===== src/rtl/mem_access_unit.sv =====
// MEM-stage load/store unit: issues byte/half/word accesses over a req/ack RAM port,
// stalls the pipeline until completion, and flags misaligned accesses and RAM timeouts.
module mem_access_unit #(
  parameter int TIMEOUT = 16
) (
  input  logic        clk,
  input  logic        rst,
  input  logic        ex_memRead,
  input  logic        ex_memWrite,
  input  logic [2:0]  ex_funct3,
  input  logic [31:0] ex_ALUResult,
  input  logic [31:0] ex_writeData,
  output logic        stall,
  output logic [31:0] mem_readData,
  output logic        misaligned,
  output logic        bus_err,
  output logic        ram_req,
  output logic        ram_we,
  output logic [31:0] ram_addr,
  output logic [31:0] ram_wdata,
  output logic [3:0]  ram_wstrb,
  input  logic [31:0] ram_rdata,
  input  logic        ram_ack
);

  localparam int CW = (TIMEOUT > 1) ? $clog2(TIMEOUT) : 1;
  localparam logic [CW-1:0] CNT_LAST = CW'(TIMEOUT - 1);

  typedef enum logic [1:0] {IDLE, WAIT, DONE} state_t;

  state_t        state, stateNext;
  logic [CW-1:0] cnt;
  logic [2:0]    ldFunct3;
  logic [1:0]    ldOff;

  logic        isStore, access, f3Valid, aligned, legal, timeoutHit;
  logic [3:0]  wstrbNext;
  logic [31:0] wdataNext, laneData, loadExt;

  assign isStore    = ex_memWrite;
  assign access     = ex_memRead | ex_memWrite;
  assign timeoutHit = (cnt == CNT_LAST);

  // Stores only accept B/H/W; loads additionally accept the unsigned BU/HU forms.
  always_comb begin
    f3Valid = 1'b0;
    aligned = 1'b0;
    case (ex_funct3)
      3'b000:  begin f3Valid = 1'b1;     aligned = 1'b1; end
      3'b001:  begin f3Valid = 1'b1;     aligned = ~ex_ALUResult[0]; end
      3'b010:  begin f3Valid = 1'b1;     aligned = (ex_ALUResult[1:0] == 2'b00); end
      3'b100:  begin f3Valid = ~isStore; aligned = 1'b1; end
      3'b101:  begin f3Valid = ~isStore; aligned = ~ex_ALUResult[0]; end
      default: begin f3Valid = 1'b0;     aligned = 1'b0; end
    endcase
  end

  assign legal = access & f3Valid & aligned;

  always_comb begin
    wstrbNext = 4'b1111;
    wdataNext = ex_writeData;
    case (ex_funct3[1:0])
      2'b00: begin
        wstrbNext = 4'b0001 << ex_ALUResult[1:0];
        wdataNext = {4{ex_writeData[7:0]}};
      end
      2'b01: begin
        wstrbNext = ex_ALUResult[1] ? 4'b1100 : 4'b0011;
        wdataNext = {2{ex_writeData[15:0]}};
      end
      default: begin
        wstrbNext = 4'b1111;
        wdataNext = ex_writeData;
      end
    endcase
  end

  assign laneData = ram_rdata >> {ldOff, 3'b000};

  always_comb begin
    loadExt = ram_rdata;
    case (ldFunct3)
      3'b000:  loadExt = {{24{laneData[7]}}, laneData[7:0]};
      3'b100:  loadExt = {24'h0, laneData[7:0]};
      3'b001:  loadExt = {{16{laneData[15]}}, laneData[15:0]};
      3'b101:  loadExt = {16'h0, laneData[15:0]};
      default: loadExt = ram_rdata;
    endcase
  end

  always_ff @(posedge clk or negedge rst) begin
    if (!rst) state <= IDLE;
    else      state <= stateNext;
  end

  // stall and misaligned are combinational so the pipeline reacts in the same cycle.
  always_comb begin
    stateNext  = state;
    stall      = 1'b0;
    misaligned = 1'b0;
    case (state)
      IDLE: begin
        if (legal) begin
          stall     = 1'b1;
          stateNext = WAIT;
        end else if (access) begin
          misaligned = 1'b1;
        end
      end
      WAIT: begin
        stall = 1'b1;
        if (ram_ack || timeoutHit) stateNext = DONE;
      end
      DONE:    stateNext = IDLE;
      default: stateNext = IDLE;
    endcase
    if (!rst) begin
      stall      = 1'b0;
      misaligned = 1'b0;
    end
  end

  always_ff @(posedge clk or negedge rst) begin
    if (!rst) begin
      cnt          <= '0;
      ram_req      <= 1'b0;
      ram_we       <= 1'b0;
      ram_addr     <= '0;
      ram_wdata    <= '0;
      ram_wstrb    <= '0;
      mem_readData <= '0;
      bus_err      <= 1'b0;
      ldFunct3     <= '0;
      ldOff        <= '0;
    end else begin
      case (state)
        IDLE: begin
          if (legal) begin
            cnt       <= '0;
            ram_req   <= 1'b1;
            ram_we    <= isStore;
            ram_addr  <= {ex_ALUResult[31:2], 2'b00};
            ram_wstrb <= isStore ? wstrbNext : 4'b0000;
            ram_wdata <= isStore ? wdataNext : 32'h0;
            ldFunct3  <= ex_funct3;
            ldOff     <= ex_ALUResult[1:0];
          end else if (access) begin
            mem_readData <= '0;
          end
        end
        WAIT: begin
          if (ram_ack) begin
            ram_req <= 1'b0;
            if (!ram_we) mem_readData <= loadExt;
          end else if (timeoutHit) begin
            ram_req      <= 1'b0;
            mem_readData <= '0;
            bus_err      <= 1'b1;
          end else begin
            cnt <= cnt + 1'b1;
          end
        end
        DONE:    bus_err <= 1'b0;
        default: ;
      endcase
    end
  end

endmodule


===== config.mk =====
export PLATFORM = sky130hd
export DESIGN_NAME = mem_access_unit
export DESIGN_NICKNAME = d
export VERILOG_FILES = /design/src/rtl/mem_access_unit.sv
export SDC_FILE = /design/constraint.sdc
export NUM_CORES = 1
export LEC_CHECK = 0
export BUFFER_PORTS_ARGS = -buffer_cell sky130_fd_sc_hd__buf_2
export CAP_MARGIN = 0
export CELL_PAD_IN_SITES_DETAIL_PLACEMENT = 0
export CELL_PAD_IN_SITES_GLOBAL_PLACEMENT = 1
export CORE_MARGIN = 2
export CORE_UTILIZATION = 30
export DETAILED_ROUTE_END_ITERATION = 10
export GPL_ROUTABILITY_DRIVEN = 1
export MAX_ROUTING_LAYER = met4
export PLACE_DENSITY = 0.78
export SYNTH_ARGS = -nofsm -noshare
export SYNTH_HDL_FRONTEND = slang
export SYNTH_SLANG_ARGS = --single-unit

===== constraint.sdc =====
create_clock -name clk -period 4.1 [get_ports clk]
set_input_delay 0 -clock clk [delete_from_list [all_inputs] [get_ports clk]]
set_output_delay 0 -clock clk [all_outputs]
set_load 0.01 [all_outputs]

==> reports/qor.txt, run 1 <==
status = finished, final reports clean
Pre-antenna DRT Iters = 4
Synth Area in Adders = 0.228%
gr usage total = 17.7%
Synth Warn # = 0
share of cells above drive strength 1 = 35.0%
nets = 909
Die Area = 19,400 µm²
GP Congestion = 0.807
hold buffer count at cts = 73
Post-DP Area = 6640 µm²
Rel. slew slack = 19.7%
worst-margin pin slew = 1200 ps
first-pass GRT wire length = 26,700 µm
clock buffer depth = 2
Crit path required time = 4280 ps
initial antenna violation count = 0
Mean Syn Cell Area = 9.98 µm²
multiplexer share of the synthesized area = 13.3%
max-cap check violation count = 0
XOR/XNOR share of the synthesized area = 0.319%
VDD IR-drop max = 231 µV
Syn-to-layout area delta = 40.1%
TNS Setup = 0 ps
buffer count from post-CTS setup fixing = 0
Final min period = 2370 ps
CP cell instances = nor2_1 > o21ai_0 > o21ai_1 > o221ai_1
vias = 4,945
DR DRC count = 0
Antenna Cells = 0
Final Skew = 6.99 ps
clock latency at the later pin of the worst-skew pair = 350 ps
Seq/Total Area, Yosys = 51.0%
count of input and output buffers = 206
Crit-path slowest cell = o21ai_1
hold depth = 5
dpl cells = 949
clock sink count = 112
main combinational cell family by area after synthesis = compound AO/OA/AOI/OAI gates
Hold/Removal Path Class = in2reg
final cycle utilization of the critical path = 57.7%
Max stage delay on crit path = 950 ps
Synth async-reset ratio = 100%
reg2reg end = mem_readData[25]
H-tree Lvls = 3
kind of critical path = reg2reg
worst reg-to-reg setup slack = 1730 ps
crit-path max FO = 16
RR Startpoint = state[0]
CTS clk-pin slew, worst paths = 80 ps
Core Util, Final = 42.8%
ANT nets after route = 0
Rows = 49
arrival time worst endpoint = 2550 ps
FMAX = 0.423 GHz
Final Cell Area = 7690 µm²
detail-routed via count per cell = 4.76
Core ar. = 18,000 µm²
Most used DFF post-synth = dfrtp_1
placed wire-length estimate = 11,100 µm
unrepaired setup endpoints after global routing = no
vias in the first global route = 4,918
hold_sp = ex_writeData[29]
CTS tree = done
Syn Inst Count = 550
CP Buf/Inv Count = 0
Critical Path Source Type = register
delay-heaviest family, CP = compound AO/OA/AOI/OAI gates
Final Hold Vio Count = 0
DIE HEIGHT = 139 µm
worst reg2reg path depth = 4
Inserted Clock Buffers = 9
Synth Area in Compound Gates = 16.5%
Synth Area in Simple Gates = 13.1%
pin count of the biggest net entering global routing = 105
die width = 139 µm
Final Setup Violations = 0
I/O Pins = 209
post-cts resize count = 0
DR iter-0 viols = 192
global route overflow = 0
CTS Root Cell = clkbuf_16
Slew Limit Fails = 0
hold path endpoint = ram_wdata[29]
synth unique cells = 45
Worst setup EP type = register
PD cells = 505 nW/µm²
area of the mapped netlist = 5490 µm²
Fillers = 1,743
Initial Utilization = 30.6%
Synth Register Bits = 112
leakage = 3.72 nW
wire length per cell = 16.2 µm
DRT Wirelength = 16,800 µm
number of flops mapped to enable cells by yosys = 0
Cell Count, Final, Fillers Out = 1,038
-- power by group --
part           internal, mW  switching (mW)  leakage, nW
combinational         0.591           0.673         2.12
sequential             1.39           0.253         1.44
clock                 0.544           0.435        0.162
total                  2.53            1.36         3.72
-- per-stage QoR --
step                      hold WS, ps  setup slack (ps)  power [mW]
after floorplan                  -296              2400        2.37
final                            14.8              1730        3.89
after global routing             55.1              1450        4.15
after detailed placement          216              1670        2.88
after global placement            216              1700        2.86
after CTS                        4.20              1680        3.93
-- routing by layer --
metal | vias up | GRT usage [%] | share of wire, %
met1 | 2338 | 23.1 | 46
met4 | 0 | 6.11 | 1.4
met3 | 16 | 3.75 | 6.4
met5 | - | - | 0
met2 | 177 | 27.5 | 46
li1 | 2414 | - | -
-- cell families (layout without fill, tap and decap cells) --
| group | after synthesis | in the layout |
|---|---|---|
| and+or+nand+nor | 165 | 165 |
| AOI/OAI and AO/OA | 144 | 144 |
| DFF | 112 | 112 |
| muxes | 64 | 64 |
| buffers and inverters | 61 | 319 |
| xor gates and xnor gates | 2 | 2 |
| adders and majority gates | 1 | 1 |
| other | 1 | 2 |
-- synthesized netlist by cell type, types with 2 or more instances --
| library cell | n | area [µm²] |
|---|---|---|
| dfrtp_1 | 112 | 2800 |
| nand2_1 | 111 | 417 |
| o21ai_0 | 66 | 330 |
| mux2_2 | 53 | 597 |
| a21oi_1 | 24 | 120 |
| inv_1 | 21 | 78.8 |
| clkbuf_1 | 19 | 71.3 |
| nor2_1 | 17 | 63.8 |
| o221ai_1 | 16 | 140 |
| nand2b_1 | 13 | 81.3 |
| o2bb2ai_1 | 13 | 114 |
| nor2b_1 | 12 | 75.1 |
| buf_2 | 10 | 50.1 |
| mux2i_1 | 9 | 90.1 |
| o22ai_1 | 9 | 56.3 |
| buf_6 | 6 | 67.6 |
| nand3_1 | 4 | 20.0 |
| a22o_1 | 3 | 26.3 |
| buf_4 | 3 | 22.5 |
| a22oi_1 | 2 | 15.0 |
| buf_1 | 2 | 7.51 |
| xor2_1 | 2 | 17.5 |
-- how the worst max path moves through the flow --
stage | start | endpoint | slack (ps) | cells after the start
after floorplan | cnt[0] | mem_readData[15] | 2400 | 6
after global placement | ex_funct3[1] | ram_addr[12] | 1700 | 5
after detailed placement | ex_funct3[1] | ram_addr[20] | 1670 | 5
after CTS | state[0] | mem_readData[25] | 1680 | 4
after global routing | state[0] | mem_readData[25] | 1450 | 4
final | state[0] | mem_readData[25] | 1730 | 4
-- flip-flops by register name, summed over array words and instances (netlist names) --
signal and cells:
ldFunct3 3, ldOff 2, ram_req 1, state 2, ram_we 1, ram_addr 30, ram_wstrb 4, ram_wdata 32
cnt 4, bus_err 1, mem_readData 32
-- cell usage in the layout (no fill, tap or decap), drive strengths merged, types with 2 or more instances in the layout --
cell type    instances
buf                209
dfrtp              112
nand2              111
dlygate4sd3         73
o21ai               67
mux2                53
a21oi               24
inv                 23
nor2                17
o221ai              16
nand2b              13
o2bb2ai             13
nor2b               13
mux2i               10
o22ai                9
clkbuf               9
nand3                4
a22o                 3
clkinv               3
a22oi                2
xor2                 2
conb                 2
bufinv               2
-- final cells by class --
class                   instances  area (µm²)  area share [%]
flip-flops and latches        112        2800            36.4
clock inverters                 7         103            1.33
inverters                      21        78.8            1.02
repair buffers                282        1790            23.2
well taps                     229         287            3.72
multi-input cells             378        2410            31.3
clock buffers                   9         225            2.93
-- worst register-to-register path, cell delays in order, from the launching register on --
cell and delay (ps):
dfrtp_1 480, nor2_1 340, o21ai_0 210, o21ai_1 950, o221ai_1 230
(Power assumes the default switching activity.)
==> inputs of run 2 (changes only) <==
- clock period: 4.1 -> 2.5 ns (I/O delays scaled with it)
==> run 2 against run 1 <==
Non-clock buffer count up 7. Critical endpoint is now mem_readData[19]. Register-to-register slack lost 1400 ps. Sequential cell count did not move. Largest cell class unchanged. Fmax is 9.0% higher. Combinational power rose by 75%. Routed wire length down 2.7%. Sequential share of layout area is 0.12 points lower. Count of clock-buffer cells in the layout up 2.
==> reports/qor.txt, run 2 (synthesis results as in run 1) <==
FMAX = 0.461 GHz (was 0.423 GHz)
wire length per cell = 15.6 µm (was 16.2 µm)
Initial Utilization = 30.6% (unchanged)
kind of critical path = reg2reg (unchanged)
gr usage total = 17.4% (was 17.7%)
CTS tree = done (unchanged)
DRT Wirelength = 16,300 µm (was 16,800 µm)
CTS clk-pin slew, worst paths = 80 ps (about the same)
pin count of the biggest net entering global routing = 103 (was 105)
Post-DP Area = 6710 µm² (was 6640 µm²)
placed wire-length estimate = 11,300 µm (was 11,100 µm)
Core ar. = 18,000 µm² (unchanged)
Syn-to-layout area delta = 40.6% (was 40.1%)
leakage = 3.74 nW (was 3.72 nW)
initial antenna violation count = 0 (unchanged)
Final Cell Area = 7720 µm² (was 7690 µm²)
DIE HEIGHT = 139 µm (unchanged)
GP Congestion = 0.830 (was 0.807)
most common cell after layout, fill and taps aside = buf_2 (unchanged)
clock sink count = 112 (unchanged)
Die Area = 19,400 µm² (unchanged)
die width = 139 µm (unchanged)
VDD IR-drop max = 433 µV (was 231 µV)
Crit-path slowest cell = o21ai_1 (unchanged)
Rel. slew slack = 19.5% (was 19.7%)
post-cts resize count = 0 (unchanged)
H-tree Lvls = 3 (unchanged)
clock buffer depth = 2 (unchanged)
CP cell instances = ha_1 > a31oi_1 > a211o_1 > o21ai_1 > o221ai_1 (was nor2_1 > o21ai_0 > o21ai_1 > o221ai_1)
crit-path max FO = 16 (unchanged)
worst-margin pin slew = 1200 ps (about the same)
CP Buf/Inv Count = 0 (unchanged)
CTS Root Cell = clkbuf_16 (unchanged)
most frequent cells in the layout = buf_2 (205), dfrtp_1 (112), nand2_1 (111) (unchanged)
Pre-antenna DRT Iters = 5 (was 4)
Max stage delay on crit path = 630 ps (was 950 ps)
hold buffer count at cts = 74 (was 73)
Rows = 49 (unchanged)
unrepaired setup endpoints after global routing = no (unchanged)
Inserted Clock Buffers = 9 (unchanged)
delay-heaviest family, CP = compound AO/OA/AOI/OAI gates (unchanged)
share of cells above drive strength 1 = 35.2% (was 35.0%)
vias in the first global route = 4,871 (was 4,918)
TNS Setup = 0 ps (unchanged)
global route overflow = 0 (unchanged)
Final min period = 2170 ps (was 2370 ps)
vias = 4,946 (was 4,945)
Hold/Removal Path Class = in2reg (unchanged)
DR DRC count = 0 (unchanged)
Fillers = 1,737 (was 1,743)
Crit path required time = 2680 ps (was 4280 ps)
Worst setup EP type = register (unchanged)
Final Setup Violations = 0 (unchanged)
PD cells = 801 nW/µm² (was 505 nW/µm²)
Final Skew = 8.91 ps (was 6.99 ps)
status = finished, final reports clean (unchanged)
I/O Pins = 209 (unchanged)
Final Hold Vio Count = 0 (unchanged)
Slew Limit Fails = 0 (unchanged)
detail-routed via count per cell = 4.74 (was 4.76)
register area = 2800 µm² (unchanged)
area of the multi-input gates = 2410 µm² (unchanged)
clock latency at the later pin of the worst-skew pair = 350 ps (about the same)
Critical Path Source Type = register (unchanged)
count of input and output buffers = 206 (unchanged)
Largest regs = mem_readData x32, ram_wdata x32, ram_addr x30 (unchanged)
final cycle utilization of the critical path = 86.8% (was 57.7%)
arrival time worst endpoint = 2350 ps (was 2550 ps)
DR iter-0 viols = 236 (was 192)
Antenna Cells = 0 (unchanged)
first-pass GRT wire length = 26,200 µm (was 26,700 µm)
buffer count from post-CTS setup fixing = 0 (unchanged)
nets = 916 (was 909)
ANT nets after route = 0 (unchanged)
max-cap check violation count = 0 (unchanged)
## run 2: worst paths after layout
check,cells past startpoint,endpoint,start,slack (ps)
worst max register to register,5,mem_readData[19],cnt[0],330
max in group asynchronous,3,ram_addr[9],rst,1500
worst min register to register,2,ram_wstrb[3],ram_wstrb[3],480
worst max-delay path,5,mem_readData[19],cnt[0],330
min in group asynchronous,2,mem_readData[29],rst,200
worst min-delay path,5,ram_wdata[27],ex_writeData[27],20
## run 2: where the power goes
group / switching, mW / leakage [nW] / internal (mW)
combinational: 1.21 / 2.16 / 1.00
clock: 0.695 / 0.132 / 0.705
sequential: 0.293 / 1.44 / 2.28
total: 2.20 / 3.74 / 3.99
## run 2: worst reg2reg max path, stage by stage, from the launching register on
cell      delay, ps
dfrtp_1         380
ha_1            210
a31oi_1         200
a211o_1         340
o21ai_1         640
o221ai_1        230
## run 2: metal layers
metal	share of wire [%]	vias up	track usage, %	wire [µm]
li1	-	2426	-	-
met3	7.2	13	4.37	1170
met5	0	-	-	0
met1	45	2332	22.4	7310
met2	47	175	27.3	7660
met4	1.0	0	4.68	165
## run 2: layout make-up
class	instances	area share (%)
clock buffer	11	3.14
tap	229	3.71
inverter	21	1.02
timing repair buffer	289	24.2
multi-input combinational	378	31.2
sequential	112	36.3
clock inverter	4	0.389
## run 2: per-stage QoR
step / cells / util, % / hold WS (ps) / setup slack, ps / power (mW)
final: 1044 / 43.0 / 15.7 / 330 / 6.19
after CTS: 1044 / 43.0 / 5.21 / 363 / 6.26
after global routing: 1044 / 43.0 / 44.8 / 61.0 / 6.61
after global placement: 955 / 37.3 / 48.2 / 443 / 4.72
after detailed placement: 955 / 37.3 / 53.5 / 391 / 4.75
after floorplan: 551 / - / -296 / 801 / 3.89
